[src/rtl/ahb_uart_tx_if.sv]
`default_nettype none
// +-----------------------------------------------------------------+
// | ahb_uart_tx_if : AHB-Lite slave-side bus bundle for ahb_uart_tx |
// | rev 1.0                                                         |
// +-----------------------------------------------------------------+
interface ahb_uart_tx_if;
    logic        HSEL;
    logic [31:0] HADDR;
    logic [1:0]  HTRANS;
    logic        HWRITE;
    logic [2:0]  HSIZE;
    logic [31:0] HWDATA;
    logic        HREADY;
    logic [31:0] HRDATA;
    logic        HREADYOUT;
    logic [1:0]  HRESP;

    modport slave (
        input  HSEL, HADDR, HTRANS, HWRITE, HSIZE, HWDATA, HREADY,
        output HRDATA, HREADYOUT, HRESP
    );

    modport master (
        output HSEL, HADDR, HTRANS, HWRITE, HSIZE, HWDATA, HREADY,
        input  HRDATA, HREADYOUT, HRESP
    );
endinterface
`default_nettype wire

[src/rtl/ahb_uart_tx.sv]
`default_nettype none
// +-----------------------------------------------------------------+
// | ahb_uart_tx : AHB-Lite slave with TX FIFO and 8N1 serializer    |
// | rev 1.0                                                         |
// +-----------------------------------------------------------------+
module ahb_uart_tx #(
    parameter int unsigned FIFO_DEPTH  = 8,
    parameter logic [15:0] DEFAULT_DIV = 16'd434
) (
    input  wire          clock,
    input  wire          Rst,
    ahb_uart_tx_if.slave bus,
    output logic         TX
);
    localparam int c_PTR_W = $clog2(FIFO_DEPTH);
    localparam int c_CNT_W = c_PTR_W + 1;

    typedef enum logic [1:0] {
        S_IDLE  = 2'd0,
        S_START = 2'd1,
        S_DATA  = 2'd2,
        S_STOP  = 2'd3
    } state_t;

    // Address-phase capture
    logic       r_valid;
    logic [1:0] r_addr;
    logic       r_write;

    // FIFO and control registers
    logic [7:0]         r_mem [FIFO_DEPTH];
    logic [c_PTR_W-1:0] r_wptr;
    logic [c_PTR_W-1:0] r_rptr;
    logic [c_CNT_W-1:0] r_count;
    logic               r_ovf;
    logic [15:0]        r_div;

    // Serializer
    state_t      r_state,   w_state_nxt;
    logic [15:0] r_timer,   w_timer_nxt;
    logic [2:0]  r_idx,     w_idx_nxt;
    logic [7:0]  r_shift,   w_shift_nxt;
    logic [15:0] r_div_lat, w_div_lat_nxt;
    logic        r_tx,      w_tx_nxt;

    logic        w_wr_dphase;
    logic        w_push_req;
    logic        w_push;
    logic        w_pop;
    logic        w_full;
    logic        w_empty;
    logic        w_busy;
    logic        w_bit_end;
    logic [31:0] w_cnt32;
    logic [31:0] w_status;
    logic        w_unused;

    assign w_wr_dphase = r_valid & r_write;
    assign w_push_req  = w_wr_dphase & (r_addr == 2'd0);
    assign w_full      = (r_count == c_CNT_W'(FIFO_DEPTH));
    assign w_empty     = (r_count == '0);
    // A pop in the same cycle frees a slot, so a push into a full FIFO still lands.
    assign w_push      = w_push_req & (~w_full | w_pop);
    assign w_busy      = (r_state != S_IDLE);
    assign w_bit_end   = (r_timer == r_div_lat - 16'd1);
    assign w_cnt32     = 32'(r_count);
    assign w_status    = {w_cnt32[27:0], r_ovf, w_empty, w_full, w_busy};

    assign w_unused = ^{bus.HADDR[31:4], bus.HADDR[1:0], bus.HSIZE,
                        bus.HWDATA[31:16], w_cnt32[31:28]};

    assign bus.HREADYOUT = 1'b1;
    assign bus.HRESP     = 2'b00;
    assign TX            = r_tx;

    always_ff @(posedge clock) begin
        if (Rst) begin
            r_valid <= 1'b0;
            r_addr  <= 2'd0;
            r_write <= 1'b0;
        end else begin
            r_valid <= bus.HSEL & bus.HREADY & bus.HTRANS[1];
            r_addr  <= bus.HADDR[3:2];
            r_write <= bus.HWRITE;
        end
    end

    always_comb begin
        bus.HRDATA = 32'd0;
        if (r_valid & ~r_write) begin
            case (r_addr)
                2'd1:    bus.HRDATA = w_status;
                2'd2:    bus.HRDATA = {16'd0, r_div};
                default: bus.HRDATA = 32'd0;
            endcase
        end
    end

    always_ff @(posedge clock) begin
        if (w_push) begin
            r_mem[r_wptr] <= bus.HWDATA[7:0];
        end
    end

    always_ff @(posedge clock) begin
        if (Rst) begin
            r_wptr  <= '0;
            r_rptr  <= '0;
            r_count <= '0;
        end else begin
            if (w_push) r_wptr <= r_wptr + c_PTR_W'(1);
            if (w_pop)  r_rptr <= r_rptr + c_PTR_W'(1);
            case ({w_push, w_pop})
                2'b10:   r_count <= r_count + c_CNT_W'(1);
                2'b01:   r_count <= r_count - c_CNT_W'(1);
                default: r_count <= r_count;
            endcase
        end
    end

    always_ff @(posedge clock) begin
        if (Rst) begin
            r_ovf <= 1'b0;
            r_div <= DEFAULT_DIV;
        end else begin
            if (w_push_req & w_full & ~w_pop) begin
                r_ovf <= 1'b1;
            end else if (w_wr_dphase & (r_addr == 2'd1) & bus.HWDATA[3]) begin
                r_ovf <= 1'b0;
            end
            if (w_wr_dphase & (r_addr == 2'd2)) begin
                r_div <= (bus.HWDATA[15:0] == 16'd0) ? 16'd1 : bus.HWDATA[15:0];
            end
        end
    end

    always_ff @(posedge clock) begin
        if (Rst) begin
            r_state   <= S_IDLE;
            r_timer   <= 16'd0;
            r_idx     <= 3'd0;
            r_shift   <= 8'd0;
            r_div_lat <= DEFAULT_DIV;
            r_tx      <= 1'b1;
        end else begin
            r_state   <= w_state_nxt;
            r_timer   <= w_timer_nxt;
            r_idx     <= w_idx_nxt;
            r_shift   <= w_shift_nxt;
            r_div_lat <= w_div_lat_nxt;
            r_tx      <= w_tx_nxt;
        end
    end

    // TX is registered from the next state so the line level tracks the state one-for-one.
    always_comb begin
        w_state_nxt   = r_state;
        w_timer_nxt   = r_timer;
        w_idx_nxt     = r_idx;
        w_shift_nxt   = r_shift;
        w_div_lat_nxt = r_div_lat;
        w_pop         = 1'b0;
        w_tx_nxt      = 1'b1;

        case (r_state)
            S_IDLE: begin
                if (!w_empty) begin
                    w_pop         = 1'b1;
                    w_shift_nxt   = r_mem[r_rptr];
                    w_div_lat_nxt = r_div;
                    w_timer_nxt   = 16'd0;
                    w_state_nxt   = S_START;
                end
            end
            S_START: begin
                if (w_bit_end) begin
                    w_timer_nxt = 16'd0;
                    w_idx_nxt   = 3'd0;
                    w_state_nxt = S_DATA;
                end else begin
                    w_timer_nxt = r_timer + 16'd1;
                end
            end
            S_DATA: begin
                if (w_bit_end) begin
                    w_timer_nxt = 16'd0;
                    if (r_idx == 3'd7) begin
                        w_state_nxt = S_STOP;
                    end else begin
                        w_idx_nxt = r_idx + 3'd1;
                    end
                end else begin
                    w_timer_nxt = r_timer + 16'd1;
                end
            end
            S_STOP: begin
                if (w_bit_end) begin
                    w_timer_nxt = 16'd0;
                    if (!w_empty) begin
                        w_pop         = 1'b1;
                        w_shift_nxt   = r_mem[r_rptr];
                        w_div_lat_nxt = r_div;
                        w_state_nxt   = S_START;
                    end else begin
                        w_state_nxt = S_IDLE;
                    end
                end else begin
                    w_timer_nxt = r_timer + 16'd1;
                end
            end
            default: w_state_nxt = S_IDLE;
        endcase

        case (w_state_nxt)
            S_START: w_tx_nxt = 1'b0;
            S_DATA:  w_tx_nxt = w_shift_nxt[w_idx_nxt];
            default: w_tx_nxt = 1'b1;
        endcase
    end
endmodule
`default_nettype wire

[src/flat_wrapper.sv]
// flat-port wrapper written by rule: the top's interface ports become plain ports
module ahb_uart_tx_flat 
#(
    parameter int unsigned FIFO_DEPTH  = 8,
    parameter logic [15:0] DEFAULT_DIV = 16'd434
)
  (clock, Rst, TX, bus_HSEL, bus_HADDR, bus_HTRANS, bus_HWRITE, bus_HSIZE, bus_HWDATA, bus_HREADY, bus_HRDATA, bus_HREADYOUT, bus_HRESP);
  ahb_uart_tx_if bus_i ();
  input  wire clock;
  input  wire Rst;
  output logic TX;
  input wire logic [$bits(bus_i.HSEL)-1:0] bus_HSEL;
  input wire logic [$bits(bus_i.HADDR)-1:0] bus_HADDR;
  input wire logic [$bits(bus_i.HTRANS)-1:0] bus_HTRANS;
  input wire logic [$bits(bus_i.HWRITE)-1:0] bus_HWRITE;
  input wire logic [$bits(bus_i.HSIZE)-1:0] bus_HSIZE;
  input wire logic [$bits(bus_i.HWDATA)-1:0] bus_HWDATA;
  input wire logic [$bits(bus_i.HREADY)-1:0] bus_HREADY;
  output wire logic [$bits(bus_i.HRDATA)-1:0] bus_HRDATA;
  output wire logic [$bits(bus_i.HREADYOUT)-1:0] bus_HREADYOUT;
  output wire logic [$bits(bus_i.HRESP)-1:0] bus_HRESP;
  assign bus_i.HSEL = bus_HSEL;
  assign bus_i.HADDR = bus_HADDR;
  assign bus_i.HTRANS = bus_HTRANS;
  assign bus_i.HWRITE = bus_HWRITE;
  assign bus_i.HSIZE = bus_HSIZE;
  assign bus_i.HWDATA = bus_HWDATA;
  assign bus_i.HREADY = bus_HREADY;
  assign bus_HRDATA = bus_i.HRDATA;
  assign bus_HREADYOUT = bus_i.HREADYOUT;
  assign bus_HRESP = bus_i.HRESP;
  ahb_uart_tx #(.FIFO_DEPTH(FIFO_DEPTH), .DEFAULT_DIV(DEFAULT_DIV)) u_core (.clock(clock), .Rst(Rst), .bus(bus_i), .TX(TX));
endmodule
[config.mk]
export PLATFORM = sky130hd
export DESIGN_NAME = ahb_uart_tx_flat
export DESIGN_NICKNAME = d
export VERILOG_FILES = /design/src/rtl/ahb_uart_tx_if.sv /design/src/rtl/ahb_uart_tx.sv /design/src/flat_wrapper.sv
export SDC_FILE = /design/constraint.sdc
export NUM_CORES = 1
export LEC_CHECK = 0
export CAP_MARGIN = 20
export CORE_MARGIN = 5
export CORE_UTILIZATION = 40
export CTS_CLUSTER_SIZE = 16
export DETAILED_ROUTE_END_ITERATION = 8
export PLACE_DENSITY = 0.59
export SETUP_SLACK_MARGIN = 0.05
export SLEW_MARGIN = 20
export SYNTH_ARGS = -nofsm -noshare
export SYNTH_HDL_FRONTEND = slang
export SYNTH_SLANG_ARGS = --single-unit
[constraint.sdc]
create_clock -name clock -period 8.3 [get_ports clock]
set_clock_uncertainty 0.15 [all_clocks]
set_input_delay 2.49 -clock clock [delete_from_list [all_inputs] [get_ports clock]]
set_output_delay 2.49 -clock clock [all_outputs]
set_load 0.02 [all_outputs]
# Yosys cells after proc, flatten, opt, wreduce, memory -nomap -nowiden
# Memory sizes are Yosys's and may differ from the RTL's. A register that Yosys moved wholly into a read port is not among the register bits.
# Index checks and enable logic that the tools add are counted.
# Widths: inputs -> output; s select.
# op_classes
add_sub_neg	7
n_lt_le_gt_ge	1
eq_ne	14
muxes	36
bitwise	15
reduce_logical	10
# op_table
op	count
$pmux 16 s2	3
$mux 16	5
$mux 32	1
$add 16x1->16 const B	1
$eq 16x16->1	1
$logic_not 16->1	1
$mux 8	2
$pmux 8 s2	1
$sub 16x1->16 const B	1
$mux 3	5
$and 1x1->1	11
$eq 2x2->1 const B	5
$mux 2	5
$add 3x1->3 const B	3
$eq 2x1->1 const B	4
$mux 1	8
$pmux 2 s4	1
$pmux 4 s2	1
$reduce_bool 2->1	4
$pmux 3 s2	1
$add 4x1->4 const B	1
$eq 4x4->1 const B	1
$logic_not 2->1	2
$logic_not 4->1	1
other kinds (11)	14
# word_totals
register_bits	77
ramBits	64
in_bits	74
out_inout_bits	36
word_cells	98
memories	1
# memory_table
memory	words	word_bits	rd	rd_ports_with_merged_regs	wr	line_no	text
u_core.r_mem	8	8	1	1	1	ahb_uart_tx.sv:31	logic [7:0] r_mem [FIFO_DEPTH];

# Logic depth before layout (Yosys ltp)
# Gate-level depths: netlist of run 1.
# logic_depth
ltp_word	8
depth_mapped	15
depth_no_buf	14

# Worst setup path before layout of run 1
# No wires, ideal clock.
# synth_path
kind	register -> output
start	reg u_core.r_count[0]
end	out bus_HRDATA[2]
arrival_ns	1.858
required_ns	5.660
slack_ns	3.802
stages_incl_launch_ff	6
n_path_buf	2
path_cell_list	dfxtp_1 > nor4_1 > clkbuf_1 > clkbuf_1 > a22oi_1 > nor2_1
# synth_via
elab_chain_len	3
# synth_rtl
item	line_no	text
start: declaration	ahb_uart_tx.sv:34	logic [c_CNT_W-1:0] r_count;
start signal: assignment	ahb_uart_tx.sv:114	2'b10: r_count <= r_count + c_CNT_W'(1);
start signal: assignment	ahb_uart_tx.sv:115	2'b01: r_count <= r_count - c_CNT_W'(1);
start signal: assignment	ahb_uart_tx.sv:116	default: r_count <= r_count;
$logic_not 4->1	ahb_uart_tx.sv:61	assign w_empty = (r_count == '0);
$pmux 16 s2	ahb_uart_tx.sv:91	case (r_addr)
$mux 32	ahb_uart_tx.sv:90	if (r_valid & ~r_write) begin
end: declaration	flat_wrapper.sv:19	output wire logic [$bits(bus_i.HRDATA)-1:0] bus_HRDATA;
# No other way between the ends.

# Final worst setup path of run 1
# layout_path
start	reg u_core.r_addr[0]
end	out bus_HRDATA[9]
# layout_via
elab_chain_len	3
word_cells_on_any_way	4
cone_classes	2 x eq/ne; 2 x mux
# layout_rtl
item	line_no	text
start: declaration	ahb_uart_tx.sv:27	logic [1:0] r_addr;
start signal: assignment	ahb_uart_tx.sv:83	r_addr <= bus.HADDR[3:2];
$eq 2x2->1 or $eq 2x1->1 (tied branches)	ahb_uart_tx.sv:91	
$pmux 16 s2 (*)	ahb_uart_tx.sv:91	
$mux 32 (*)	ahb_uart_tx.sv:90	
# Mark *: on every way between the ends. The rest lies on a longest branch, timed or not.

==> impl_metrics.ini, run 1 <==
[global_routing]
grtUsageTotal_pct = 17.3
grt_pass1_vias = 5443
grt_pass1_wl_um = 28200
grt_remaining_overflow = 0
grt_max_degree = 67
antenna_found_initial = 0

[floorplan]
rows = 49
coreArea_um2 = 17800
pin_count = 110
die_w_um = 144
die-area_um2 = 20800
start_util_pct = 40.3
die_y_um = 144

[clock_network]
cts_sinks = 144
cts_max_level = 4
cts_hold_buf = 0
clk_pin_slew_worst_paths_ns = 0.06
clock_latency_ns = 0.42
cts_buffer_depth = 2
root_buffer = clkbuf_16
cts_inserted_buffers = 17
cts_tree = built
cts_setup_buffers = 0
cts_resized = 0

[route]
vias = 5456
wl_per_cell_um = 17.6
wirelength_um = 17100
ant_nets = 0
dr.first_iter.drc_count = 448
dr.pass1.iters = 7
drc_errors = 0
vias_per_cell = 5.61

[pwr]
power_mw = 2.12
pwr_density_cell_nw_per_um2 = 256
power.leakage_nw = 2.83
peakVddDrop_uv = 157

[yosys]
synth_area_per_cell_um2 = 10.2
ys_seq_elements = 144
ys.flop_type = dfxtp_1
yosys.area.top_type = edfxtp_1
yosysSeqAreaShare_pct = 48.9
synthCells = 705
synthTopCellsByArea = edfxtp_1 (27%), dfxtp_1 (22%), mux4_2 (5.0%)
syn_area_um2 = 7200
synth-edff-count = 64
synth_warnings = 0
yosysUniqueCellTypes = 77
async_flop_share_pct = 0
netlist.area_leader.share_pct = 26.7

[placement]
io_buffers = 40
dp_cells = 942
place_congestion = 0.867
hpwl_um = 12000

[cells_and_area]
fin_nets = 819
layout-drive-gt1-share_pct = 10.2
final_cells = 972
antennaDiodeCount = 0
area_growth_pct = 14.8

[sta]
slew_headroom_pct = 31.6
post-route-min-period_ns = 5.00
tightest_slew_ns = 1.03
layout_worst_path_cycle_share_pct = 60.2
setup_viol = 0
drv_slew = 0
rsz0062_at_grt = false
finalHoldViolations = 0
fmaxAchievable_ghz = 0.200
tns_ns = 0

[worst_hold_path]
hold_depth = 2
min_from = u_core.r_div[12]
hold_path_class = reg -> reg
hold_end = u_core.r_div[12]

[job]
maxCapViolCount = 0

[setup_path]
worstPathMaxFanout = 11
r2r_end = u_core.r_mem[7][4]
crit_required_ns = 5.66
r2r-start = u_core.r_div_lat[0]
rr_worst_depth = 11
startpoint_type = flip-flop
endpoint_kind = primary output
crit_type = reg -> out
regToRegSetupSlack_ns = 3.48
crit_arrival_ns = 2.36

[outcome]
status = finished, final reports clean
worst max-delay path by stage:
stage                                    from  slack [ns]                  to  depth (start not counted)
after global routing         u_core.r_addr[0]        3.13      bus_HRDATA[14]                          5
after CTS                   u_core.r_count[0]        3.29       bus_HRDATA[2]                          5
after detailed placement  u_core.r_div_lat[0]        3.53  u_core.r_mem[7][5]                         11
final                        u_core.r_addr[0]        3.30       bus_HRDATA[9]                          5
after global placement    u_core.r_div_lat[0]        3.58  u_core.r_mem[7][5]                         11
after floorplan             u_core.r_count[0]        3.80       bus_HRDATA[2]                          5
final cells by class:
type | instances | area (um^2)
fillers | 1598 | 9580
multi-input cells | 506 | 3390
clock buffers | 18 | 429
flip-flops and latches | 144 | 3520
repair buffers | 51 | 478
inverters | 12 | 45.0
clock inverters | 12 | 111
well taps | 229 | 287
synthesized netlist by cell type, types with 14 or more instances:
cell type,n
dfxtp_1,80
nor2_1,74
edfxtp_1,64
nand2_1,64
a21oi_1,38
clkbuf_1,33
mux2i_1,26
o21ai_0,26
buf_4,19
nor3_1,19
and3_1,17
nand3_1,17
mux4_2,16
a22oi_1,15
nor3b_1,14
cells by family (layout without fill, tap and decap cells):
| group | count (synthesis) | after routing | share of synthesized area, % |
|---|---|---|---|
| and+or+nand+nor | 274 | 274 | 19.4 |
| DFF | 144 | 144 | 48.9 |
| AOI/OAI and AO/OA | 135 | 135 | 12.9 |
| buffers and inverters | 72 | 93 | 4.92 |
| muxes | 44 | 44 | 8.93 |
| xor gates and xnor gates | 21 | 21 | 2.56 |
| adders and majority gates | 13 | 13 | 2.26 |
| other | 2 | 19 | 0.104 |
flip-flops by register name, summed over array words and instances, names as in the netlist, named ones only:
name and cells:
u_core.TX 1, u_core.r_addr 2, u_core.r_count 4, u_core.r_div 16, u_core.r_div_lat 16, u_core.r_idx 3, u_core.r_mem 64, u_core.r_ovf 1
u_core.r_rptr 3, u_core.r_shift 8, u_core.r_state 2, u_core.r_timer 16, u_core.r_valid 1, u_core.r_wptr 3, u_core.r_write 1
metrics by stage:
step                hold slack [ns]  utilization, %  instance area (um^2)  setup WS [ns]
floorplan                     0.294               -                  7260           3.80
global placement              0.317            43.3                  7720           3.58
detailed placement            0.318            43.3                  7720           3.53
CTS                           0.326            46.3                  8260           3.29
global route                  0.363            46.3                  8260           3.13
finish                        0.324            46.3                  8260           3.30
critical path: stages (launching register included):
cell	delay (ns)
dfxtp_1	0.31
inv_1	0.08
ha_1	0.42
and3b_1	0.35
and2_1	0.16
clkdlybuf4s50_1	0.61
metal layers:
metal | GRT usage (%) | routed length [um]
met2 | 28.3 | 8210
met1 | 22.6 | 7860
met3 | 3.84 | 678
met4 | 6.82 | 393
met5 | 0 | 0
placed cells by master, fill, tap and decap left out, types with 14 or more instances in the layout:
master / count
dfxtp_1: 80
nor2_1: 74
nand2_1: 64
edfxtp_1: 64
clkdlybuf4s50_1: 39
a21oi_1: 38
o21ai_0: 26
mux2i_1: 26
nor3_1: 19
conb_1: 19
and3_1: 17
nand3_1: 17
clkbuf_16: 17
mux4_2: 16
a22oi_1: 15
nor3b_1: 14
where the power goes:
| group | total, mW | switching [mW] | internal [mW] |
|---|---|---|---|
| Clock | 0.711 | 0.301 | 0.410 |
| Combinational | 0.595 | 0.379 | 0.216 |
| Sequential | 0.811 | 0.0353 | 0.776 |
| Total | 2.12 | 0.715 | 1.40 |
No activity file was read; power rests on OpenSTA's default activity.
==> run 2, diff against run 1 <==
clock period = 4.9 ns   (was 8.3 ns; I/O delays follow)
==> run 2 against run 1 <==
Net effect: sequential power is 69% higher; register-to-register slack worse by 3.1 ns; setup slack worse by 2.9 ns; clock power is 80% higher; critical path depth is 7 higher; routed wire length is 0.48% lower; design area is 1.5% higher; die area stayed put; cell count is 1.1% higher.
==> impl_metrics.ini, run 2 (same netlist as run 1, synthesis figures left out) <==
[route]
vias_per_cell = 5.65
dr.pass1.iters = 5
routed.top_layer = met4
drc_errors = 0
wl_met1_um = 7720
dr.first_iter.drc_count = 359
wirelength_um = 17100
wl_per_cell_um = 17.4
wl_met3_um = 887
vias = 5554
dr_wl_met2_um = 8190
ant_nets = 0

[cells_and_area]
multiInputGateArea_um2 = 3390
antennaDiodeCount = 0
area_growth_pct = 16.5
fin_nets = 828
final_common_cell = dfxtp_1
largest_reg_flops = 64
regMostFlops = u_core.r_mem
layout-drive-gt1-share_pct = 11.9
num-fill-cells = 1599
seq_area_um2 = 3520
layout_common_cells = dfxtp_1 (80), nor2_1 (74), nand2_1 (64), edfxtp_1 (64), clkdlybuf4s50_1 (39)
final_cell_area_um2 = 8390
final_core_util_pct = 47.0

[placement]
io_buffers = 40
place_congestion = 0.839
hpwl_um = 12100
place_area_um2 = 7790

[clock_network]
cts_tree = built
cts_hold_buf = 0
cts_resized = 0
cts_sinks = 144
clk_pin_slew_worst_paths_ns = 0.07
cts_inserted_buffers = 17
cts_setup_buffers = 0
cts_max_level = 4
cts_buffer_depth = 2
root_buffer = clkbuf_16
clock_latency_ns = 0.43

[setup_path]
r2r-start = u_core.r_div_lat[0]
crit_type = reg -> reg
regToRegSetupSlack_ns = 0.40
slowest_delay_ns = 0.60
crit_required_ns = 4.89
r2r_end = u_core.r_mem[2][2]
endpoint_kind = flip-flop
startpoint_type = flip-flop
cp-startpoint = u_core.r_div_lat[0]
cp_slowest_cell = or4b_1
crit_chain = inv_1 > ha_1 > or4b_1 > o21ai_0 > nand4_1 > nor4_1 > nand4_1 > o21ai_1 > a21o_1 > nand2_1 > nor4b_1 > buf_4
crit_path_end = u_core.r_mem[2][2]
worstPathMaxFanout = 7
crit_top_cell = nand4_1
crit_arrival_ns = 4.49
rr_worst_depth = 12

[pwr]
combPwrFrac_pct = 27.9
peakVddDrop_uv = 304
clkPwrFrac_pct = 34.8
swShare_pct = 35.2
pwr_density_cell_nw_per_um2 = 439
p_int_mw = 2.39
power.leakage_nw = 2.92
switchingPower_mw = 1.30
seq_power_share_pct = 37.3

[global_routing]
grt_pass1_vias = 5185
grt_max_degree = 52
grt_pass1_wl_um = 27200
grtUsageTotal_pct = 16.8
antenna_found_initial = 0
grt_remaining_overflow = 0

[floorplan]
pin_count = 110
rows = 49
die_y_um = 144
die-area_um2 = 20800
start_util_pct = 40.3
coreArea_um2 = 17800
die_w_um = 144

[sta]
slew_headroom_pct = 41.5
finalHoldViolations = 0
tightest_slew_ns = 0.877
fmaxAchievable_ghz = 0.222
rsz0062_at_grt = false
setup_viol = 0
drv_slew = 0
layout_worst_path_cycle_share_pct = 91.8
post-route-min-period_ns = 4.50
hold_ws_ns = 0.341
tns_ns = 0

[worst_hold_path]
hold_path_class = reg -> reg

[job]
maxCapViolCount = 0

[outcome]
status = finished, final reports clean
-- run 2: changes by cell type in the layout (fill, tap and decap cells not counted) --
cell and delta:
buf_4 +9, inv_8 +6, clkinvlp_4 -4, clkinv_8 +3, clkinv_1 -2, bufinv_16 -1, clkbuf_1 -1, inv_6 +1
-- run 2: how the worst min path moves through the flow --
stage                           startpoint               end  depth (start not counted)  slack (ns)
after global routing       u_core.r_div[2]   u_core.r_div[2]                          2        0.36
after CTS                  u_core.r_div[3]   u_core.r_div[3]                          2        0.34
after floorplan           u_core.r_div[10]  u_core.r_div[10]                          2        0.29
after global placement    u_core.r_div[12]  u_core.r_div[12]                          2        0.32
final                     u_core.r_div[10]  u_core.r_div[10]                          2        0.34
after detailed placement   u_core.r_div[3]   u_core.r_div[3]                          2        0.33
-- run 2: layer usage --
| metal | GRT usage (%) | vias to the layer above |
|---|---|---|
| met4 | 5.35 | 0 |
| met5 | 0 | - |
| li1 | - | 2648 |
| met3 | 3.41 | 22 |
| met1 | 22.4 | 2720 |
| met2 | 27.7 | 164 |
-- run 2: layout make-up --
| class | count | area share [%] |
|---|---|---|
| multi-input combinational | 506 | 40.4 |
| sequential | 144 | 42.0 |
| tap | 229 | 3.42 |
| clock buffer | 17 | 5.07 |
| inverter | 12 | 0.537 |
| clock inverter | 15 | 2.01 |
| timing repair buffer | 60 | 6.51 |
-- run 2: metrics by stage --
step / power (mW) / instances / setup WS [ns]
floorplan: 2.15 / 722 / 0.554
global placement: 2.39 / 951 / 0.464
detailed placement: 2.42 / 951 / 0.430
CTS: 3.72 / 983 / 0.401
global route: 3.87 / 983 / 0.0991
finish: 3.68 / 983 / 0.400
-- run 2: critical path, delay by kind of cell (launching register included) --
kind,cells,cell delay [ns]
simple gates,6,2.12
compound gates,3,0.96
flops,1,0.36
buf+inv,2,0.34
fa+ha+maj,1,0.29
-- run 2: power by group through the flow --
stage | Clock [mW] | Sequential (mW) | Combinational, mW
after floorplan | 0 | 1.38 | 0.774
after global placement | 0 | 1.39 | 0.998
after detailed placement | 0 | 1.40 | 1.03
after CTS | 1.32 | 1.37 | 1.03
after global routing | 1.36 | 1.38 | 1.13
final | 1.28 | 1.37 | 1.03
==> run 3, diff against run 2 <==
GPL_ROUTABILITY_DRIVEN = 0   (was default)
PLACE_DENSITY = 0.65   (was 0.59)
==> run 3 against run 2 <==
Net effect: via count down 0.90%; sequential share of layout area up 0.37 points; critical path depth up 3; non-clock buffer count down 3; die area unchanged; cell count down 0.41%; core utilization down 0.41 points; fmax up 7.0%; count of clock-buffer cells in the layout up 1.
==> impl_metrics.ini, run 3 (same netlist as run 1, synthesis figures left out) <==
[outcome]
status = finished, final reports clean

[sta]
layout_worst_path_cycle_share_pct = 85.8
tns_ns = 0
tightest_slew_ns = 0.798
drv_slew = 0
finalHoldViolations = 0
rsz0062_at_grt = false
timing.final.ws_setup_ns = 0.696
setup_viol = 0
fmaxAchievable_ghz = 0.238
hold_ws_ns = 0.334
post-route-min-period_ns = 4.20
slew_headroom_pct = 46.7

[setup_path]
cp-startpoint = u_core.r_div_lat[0]
r2r-start = u_core.r_div_lat[0]
crit_required_ns = 5.06
regToRegSetupSlack_ns = 0.70
crit_type = reg -> reg
crit_path_end = u_core.r_count[2]
slowest_delay_ns = 0.61
endpoint_kind = flip-flop
startpoint_type = flip-flop
cp_slowest_cell = or4b_1
rr_worst_depth = 15
crit_arrival_ns = 4.36
r2r_end = u_core.r_count[2]
worstPathMaxFanout = 7
crit_chain = inv_1 > ha_1 > or4b_1 > o21ai_0 > nand4_1 > nor4_1 > nand4_1 > o21a_1 > nor4_2 > buf_4 > xor2_1 > ha_1 > nor2_1 > a22oi_1 > mux2_2

[cells_and_area]
fin_nets = 825
largest_reg_flops = 64
final_core_util_pct = 46.6
layout_common_cells = dfxtp_1 (80), nor2_1 (74), nand2_1 (64), edfxtp_1 (64), clkdlybuf4s50_1 (39)
regMostFlops = u_core.r_mem
area_growth_pct = 15.5
final_cells = 979
layout-drive-gt1-share_pct = 11.2
final_common_cell = dfxtp_1
antennaDiodeCount = 0
num-fill-cells = 1643
final_cell_area_um2 = 8310

[route]
wl_met3_um = 732
dr_wl_met2_um = 8420
routed.top_layer = met4
wl_per_cell_um = 17.4
vias_per_cell = 5.62
drc_errors = 0
vias = 5504
wl_met1_um = 7650
dr.pass1.iters = 5
dr.first_iter.drc_count = 396
ant_nets = 0
wirelength_um = 17000

[floorplan]
die_w_um = 144
start_util_pct = 40.3
pin_count = 110
die-area_um2 = 20800
coreArea_um2 = 17800
rows = 49
die_y_um = 144

[job]
maxCapViolCount = 0

[clock_network]
cts_sinks = 144
cts_setup_buffers = 0
cts_max_level = 4
cts_resized = 0
cts_hold_buf = 0
cts_tree = built
clk_pin_slew_worst_paths_ns = 0.06
root_buffer = clkbuf_16
cts_inserted_buffers = 17
clock_latency_ns = 0.42
cts_buffer_depth = 2

[placement]
place_area_um2 = 7770
dp_cells = 948
place_ws_ns = 0.719
hpwl_um = 12100
io_buffers = 40

[worst_hold_path]
hold_depth = 2
hold_path_class = reg -> reg

[global_routing]
grt_pass1_wl_um = 27400
grt_max_degree = 37
grtUsageTotal_pct = 16.8
grt_pass1_vias = 5291
antenna_found_initial = 0
grt_remaining_overflow = 0

[pwr]
pwr_density_cell_nw_per_um2 = 433
power_mw = 3.60
peakVddDrop_uv = 286
power.leakage_nw = 2.86
==> run 3: cell types whose count changed in the layout (fill, tap and decap cells not counted), sizes merged <==
cell,change
clkinv,-2
clkbuf,+1
inv,-8
buf,-3
bufinv,+1
clkinvlp,+7
==> run 3: worst max-delay path: cells and delay by family, from the launching register on <==
kind / cells / cell delay [ns]
AND/OR/NAND/NOR: 6 / 1.66
adder cells (fa/ha/maj): 2 / 0.49
multiplexers: 1 / 0.35
flip-flops: 1 / 0.36
buffers and inverters: 2 / 0.28
XOR/XNOR: 1 / 0.16
AO/OA/AOI/OAI: 3 / 0.64
==> run 3: layout make-up <==
type                       count  area (um^2)  share of cell area, %
sequential                   144         3520                   42.4
clock buffer                  18          429                   5.16
tap                          229          287                   3.45
clock inverter                13          115                   1.38
inverter                      12         45.0                  0.542
timing repair buffer          57          523                   6.29
multi-input combinational    506         3390                   40.8
==> run 3: where the power goes <==
part           leakage [nW]  switching [mW]  total, mW  internal [mW]
Combinational          1.39           0.627       1.02          0.391
Clock                 0.245           0.502       1.20          0.694
Sequential             1.22          0.0681       1.38           1.31
Total                  2.86            1.20       3.60           2.40
==> run 3: how the worst min path moves through the flow <==
stage / to / slack [ns] / start
3_5_place_dp: u_core.r_div[6] / 0.33 / u_core.r_div[6]
5_1_grt: u_core.r_div[8] / 0.36 / u_core.r_div[8]
2_1_floorplan: u_core.r_div[10] / 0.29 / u_core.r_div[10]
3_3_place_gp: u_core.r_div[14] / 0.32 / u_core.r_div[14]
4_1_cts: u_core.r_div[6] / 0.34 / u_core.r_div[6]
6_report: u_core.r_div[14] / 0.33 / u_core.r_div[14]
==> run 3: routing by layer <==
layer | up-vias | track usage, %
li1 | 2637 | -
met1 | 2686 | 21.8
met2 | 157 | 28.7
met3 | 24 | 3.44
met4 | 0 | 4.57
met5 | - | 0
